**config.mk**
```make
export PLATFORM = sky130hd
export DESIGN_NAME = alu_seq_ctrl
export DESIGN_NICKNAME = d
export VERILOG_FILES = /design/src/rtl/alu_seq_ctrl.sv
export SDC_FILE = /design/constraint.sdc
export NUM_CORES = 1
export LEC_CHECK = 0
export CAP_MARGIN = 20
export CORE_MARGIN = 2
export CORE_UTILIZATION = 35
export CTS_BUF_LIST = sky130_fd_sc_hd__clkbuf_8
export DETAILED_ROUTE_END_ITERATION = 8
export PLACE_DENSITY_LB_ADDON = 0.25
export REMOVE_ABC_BUFFERS = 1
export SYNTH_ARGS = -nofsm -noshare
export SYNTH_HDL_FRONTEND = slang
export SYNTH_SLANG_ARGS = --single-unit
```
**constraint.sdc**
```tcl
create_clock -name clk -period 2.39 [get_ports clk]
set_input_delay 0.239 -clock clk [delete_from_list [all_inputs] [get_ports clk]]
set_output_delay 0.239 -clock clk [all_outputs]
set_load 0.01 [all_outputs]
```
**src/rtl/alu_seq_ctrl.sv**
```systemverilog
// Multi-cycle ALU sequencer: decodes a data-processing request, launches it and times its completion.
// Define ALU_SEQ_CTRL_DIV_EN to enable SDIV/UDIV decode; otherwise those functions decode as illegal.
module alu_seq_ctrl #(
  parameter int unsigned MLA_LAT = 2,
  parameter int unsigned DIV_LAT = 16
) (
  input  logic       clk,
  input  logic       reset,
  input  logic       instr_valid,
  input  logic [3:0] Op,
  input  logic [3:0] Funct,
  output logic       instr_ready,
  output logic [2:0] ALUControl,
  output logic       MLA_Select,
  output logic       alu_start,
  output logic       busy,
  output logic       result_valid,
  output logic       illegal
);

  localparam int unsigned CNT_W = 8;
  localparam logic [0:0] IDLE = 1'b0;
  localparam logic [0:0] RUN  = 1'b1;

  localparam logic [CNT_W-1:0] MLA_CNT = CNT_W'(MLA_LAT - 1);
`ifdef ALU_SEQ_CTRL_DIV_EN
  localparam logic [CNT_W-1:0] DIV_CNT = CNT_W'(DIV_LAT - 1);
`else
  logic unused_div_lat;
  assign unused_div_lat = ^CNT_W'(DIV_LAT);
`endif

  logic [0:0]       state, next_state;
  logic [CNT_W-1:0] count, next_count;
  logic             accept;
  logic             ill_q;
  logic [2:0]       dec_ctl;
  logic             dec_mla, dec_ill;
  logic [CNT_W-1:0] dec_cnt;

  // Handshake and status are derived from the registered state and gated by reset.
  always_comb begin
    instr_ready  = !reset && ((state == IDLE) || (count == '0));
    busy         = !reset && (state == RUN) && (count != '0);
    result_valid = !reset && (state == RUN) && (count == '0);
    illegal      = result_valid && ill_q;
    accept       = instr_valid && instr_ready;
  end

  // Instruction decode; dec_cnt holds latency minus one.
  always_comb begin
    dec_ctl = 3'b000;
    dec_mla = 1'b0;
    dec_ill = 1'b0;
    dec_cnt = '0;
    if (Op == 4'b0000) begin
      case (Funct)
        4'b0100: dec_ctl = 3'b000;
        4'b0010: dec_ctl = 3'b001;
        4'b0000: dec_ctl = 3'b010;
        4'b1100: dec_ctl = 3'b011;
        4'b1010: begin
          dec_ctl = 3'b100;
          dec_mla = 1'b1;
          dec_cnt = MLA_CNT;
        end
`ifdef ALU_SEQ_CTRL_DIV_EN
        4'b1000: begin
          dec_ctl = 3'b101;
          dec_cnt = DIV_CNT;
        end
        4'b1001: begin
          dec_ctl = 3'b110;
          dec_cnt = DIV_CNT;
        end
`endif
        default: dec_ill = 1'b1;
      endcase
    end
  end

  // Next-state and countdown logic.
  always_comb begin
    next_state = state;
    next_count = count;
    if (accept) begin
      next_state = RUN;
      next_count = dec_cnt;
    end else if (state == RUN) begin
      if (count != '0) next_count = count - CNT_W'(1);
      else             next_state = IDLE;
    end
  end

  always_ff @(posedge clk) begin
    if (reset) begin
      state      <= IDLE;
      count      <= '0;
      ALUControl <= 3'b000;
      MLA_Select <= 1'b0;
      ill_q      <= 1'b0;
      alu_start  <= 1'b0;
    end else begin
      state     <= next_state;
      count     <= next_count;
      alu_start <= accept;
      if (accept) begin
        ALUControl <= dec_ctl;
        MLA_Select <= dec_mla;
        ill_q      <= dec_ill;
      end
    end
  end

endmodule

```
==> impl_metrics.toml <==
[synthesis]
post_synth.cell_area_avg_um2 = 8.70
dominantRegCellSynth = "dfxtp_1"
post_synth_and_or_nand_nor_area_fraction_pct = 26.7
asyncSetResetFlopFracSynth_pct = 0
cell_area_after_technology_mapping_um2 = 739
combinational_family_with_the_most_area_after_synthesis = "simple AND/OR/NAND/NOR gates"
yosys.cell_types.count = 37
synth_edf_count = 0
synth.ff_latch_count = 15
synth-xor-area-share_pct = 2.37
adder_and_majority_cell_fraction_of_the_synthesized_area_pct = 1.69
yosys_warning_count = 0
postSynthCellCount = 85
synth_compound_area_share_pct = 18.8
synth_mux_area_share_pct = 3.05
seq_total_area_yosys_pct = 40.6

[place]
place_congestion = 0.814
port-buffer-count = 19
dpl_cell_area_um2 = 973
post-dp-hpwl_um = 1170
placed_cell_count = 132

[sta]
worst_pin_slew_ns = 0.316
timing.fmax_ghz = 0.452
finalSetupTns_ns = 0
max_slew_margin_pct = 78.6
finalCritPeriodShare_pct = 92.5
grt_setup_unrepaired = "no"
finalSetupViolations = 0
final_hold_viol_count = 0
worst_clock_skew_ns = 0.00488
hold_ws_ns = 0.460
timing.final.crit_period_ns = 2.21
final-max-slew-violation-count = 0

[floorplan]
row_count = 16
floorplan.initialDensity_pct = 37.3
design.core.area_um2 = 1980
floorplan.die.height_um = 50.0
die_area_um2 = 2500
num_io_pins = 20
die_w_um = 50.0

[worst_setup_path]
timing.critical_path.arrival_ns = 1.97
critPathKind = "reg2out"
end_kind = "primary output"
worstPathMaxFanout = 4
crit_path_start_kind = "flop"
worst_ep_required_time_ns = 2.15

[job]
max-cap-violations = 0

[routing]
drtAntennaViolNets = 0
detail_route.wl_per_cell_um = 11.4
detailedRoute.firstPassIterationCount = 4
route.detailed.drc = 0
routed_wl_um = 1570
detailedRoute.firstIterationViolations = 18
via_count = 680
vias_per_cell = 4.96

[power]
maximum_vdd_drop_v = 0.000422
leakage_uw = 0.000395
p_per_area_nw_per_um2 = 485

[grt]
grt_start_max_net_pins = 11
globalRoute.totalOverflow = 0
grt_pass1_wl_um = 2770
first_global_vias = 625
grt_antenna_before_repair = 0
global_route.usage.total_pct = 15.1

[clock_network]
clock_latency_on_the_worst_skew_pair_ns = 0.25
clk_transition_reported_paths_ns = 0.06
tritoncts_buffers = 3
tritoncts = "done"
cts_hold_buf = 0
numClockSinks = 15
cts_buffer_depth = 2
cts_root_buf = "clkbuf_8"
ctsHtreeMaxLevel = 1

[min_path]
hold_path.class = "reg2reg"

[finish]
final_cell_count_no_fill = 137
number_of_inserted_diodes = 0
finish.instance_area_um2 = 1040
filler_cell_count = 179
synthToLayoutAreaGrowth_pct = 40.1
layout_cell_share_with_drive_strength_beyond_1_pct = 13.6
final_nets = 123

[status]
outcome = "finished, final reports clean"
-- cells in the mapped netlist, types with 2 or more instances --
master	count	area, um2
o21ai_0	3	15.0
dfxtp_1	15	300
nor3b_1	2	15.0
inv_1	8	30.0
nand3_1	2	10.0
or4_1	3	22.5
or3_1	3	18.8
o22ai_1	2	12.5
mux2_2	2	22.5
a21o_1	2	15.0
a21oi_1	6	30.0
nor3_1	4	20.0
nor2_1	5	18.8
nand2_1	5	18.8
-- where the power goes --
part	total [uW]	internal (uW)	switching, uW	leakage [uW]
Sequential	255	252	2.15	0.000121
Combinational	48.2	27.8	20.5	0.000246
Clock	200	114	85.9	0.0000269
Total	502	394	108	0.000395
-- cell type report --
| class | count | area, um2 | share of cell area, % |
|---|---|---|---|
| multi-input cells | 59 | 400 | 38.6 |
| flip-flops and latches | 15 | 300 | 29.0 |
| repair buffers | 24 | 226 | 21.9 |
| clock buffers | 3 | 41.3 | 3.99 |
| well taps | 27 | 33.8 | 3.26 |
| inverters | 8 | 30.0 | 2.90 |
| clock inverters | 1 | 3.75 | 0.362 |
-- state kept, by name (all words and copies together) (netlist names) --
| signal | count |
|---|---|
| count | 8 |
| ALUControl | 3 |
| MLA_Select | 1 |
| alu_start | 1 |
| ill_q | 1 |
| state | 1 |
-- per-layer routing --
layer  GRT usage, %  up-vias  wire length, um
met3           4.55        4               87
met4           9.72        0               31
li1               -      359                -
met1           18.2      299              759
met2           23.1       18              688
met5              0        -                0
-- worst paths after layout --
| check | to | startpoint | slack, ns | cells past startpoint |
|---|---|---|---|---|
| min | ALUControl[2]$_SDFFE_PP0N_ | ALUControl[2]$_SDFFE_PP0N_ | 0.46 | 2 |
| min reg2reg | ALUControl[2]$_SDFFE_PP0N_ | ALUControl[2]$_SDFFE_PP0N_ | 0.46 | 2 |
| max reg2reg | ALUControl[1]$_SDFFE_PP0N_ | count[0]$_SDFFE_PP0P_ | 0.27 | 8 |
| max | busy | count[0]$_SDFFE_PP0P_ | 0.18 | 7 |
-- through the flow --
step / setup WS, ns / utilization (%) / power [uW]
6_report: 0.178 / 52.3 / 502
5_1_grt: 0.0576 / 52.3 / 528
2_1_floorplan: 0.400 / - / 276
3_5_place_dp: 0.145 / 49.1 / 308
4_1_cts: 0.0724 / 52.1 / 511
3_3_place_gp: 0.150 / 49.1 / 307
-- worst max-delay path: stages, from the launching register on --
cell and delay (ns):
dfxtp_1 0.33, inv_1 0.08, ha_1 0.16, or4b_4 0.51, buf_4 0.17, o21ai_2 0.14
nor2_1 0.05, dlygate4sd2_1 0.28
-- cells in the final DEF, fill, tap and decap left out, types with 5 or more instances in the layout --
master | synthesis | final
clkdlybuf4s50_1 | 0 | 15
nor2_1 | 5 | 5
dfxtp_1 | 15 | 15
inv_1 | 8 | 9
a21oi_1 | 6 | 6
nand2_1 | 5 | 5
buf_4 | 0 | 5
-- cell families (layout without fill, tap and decap cells) --
logic type,count (synthesis),count (layout)
DFF,15,15
and+or+nand+nor,33,33
AOI/OAI and AO/OA,21,21
xor gates and xnor gates,2,2
buffers and inverters,11,36
muxes,2,2
adders and majority gates,1,1
-- timing repair --
action / CTS / global route
buffers inserted: 1 / 0
setup endpoints to repair: 3 / 1
gates resized for setup: 5 / 1
No activity file was read; power rests on OpenSTA's default activity.
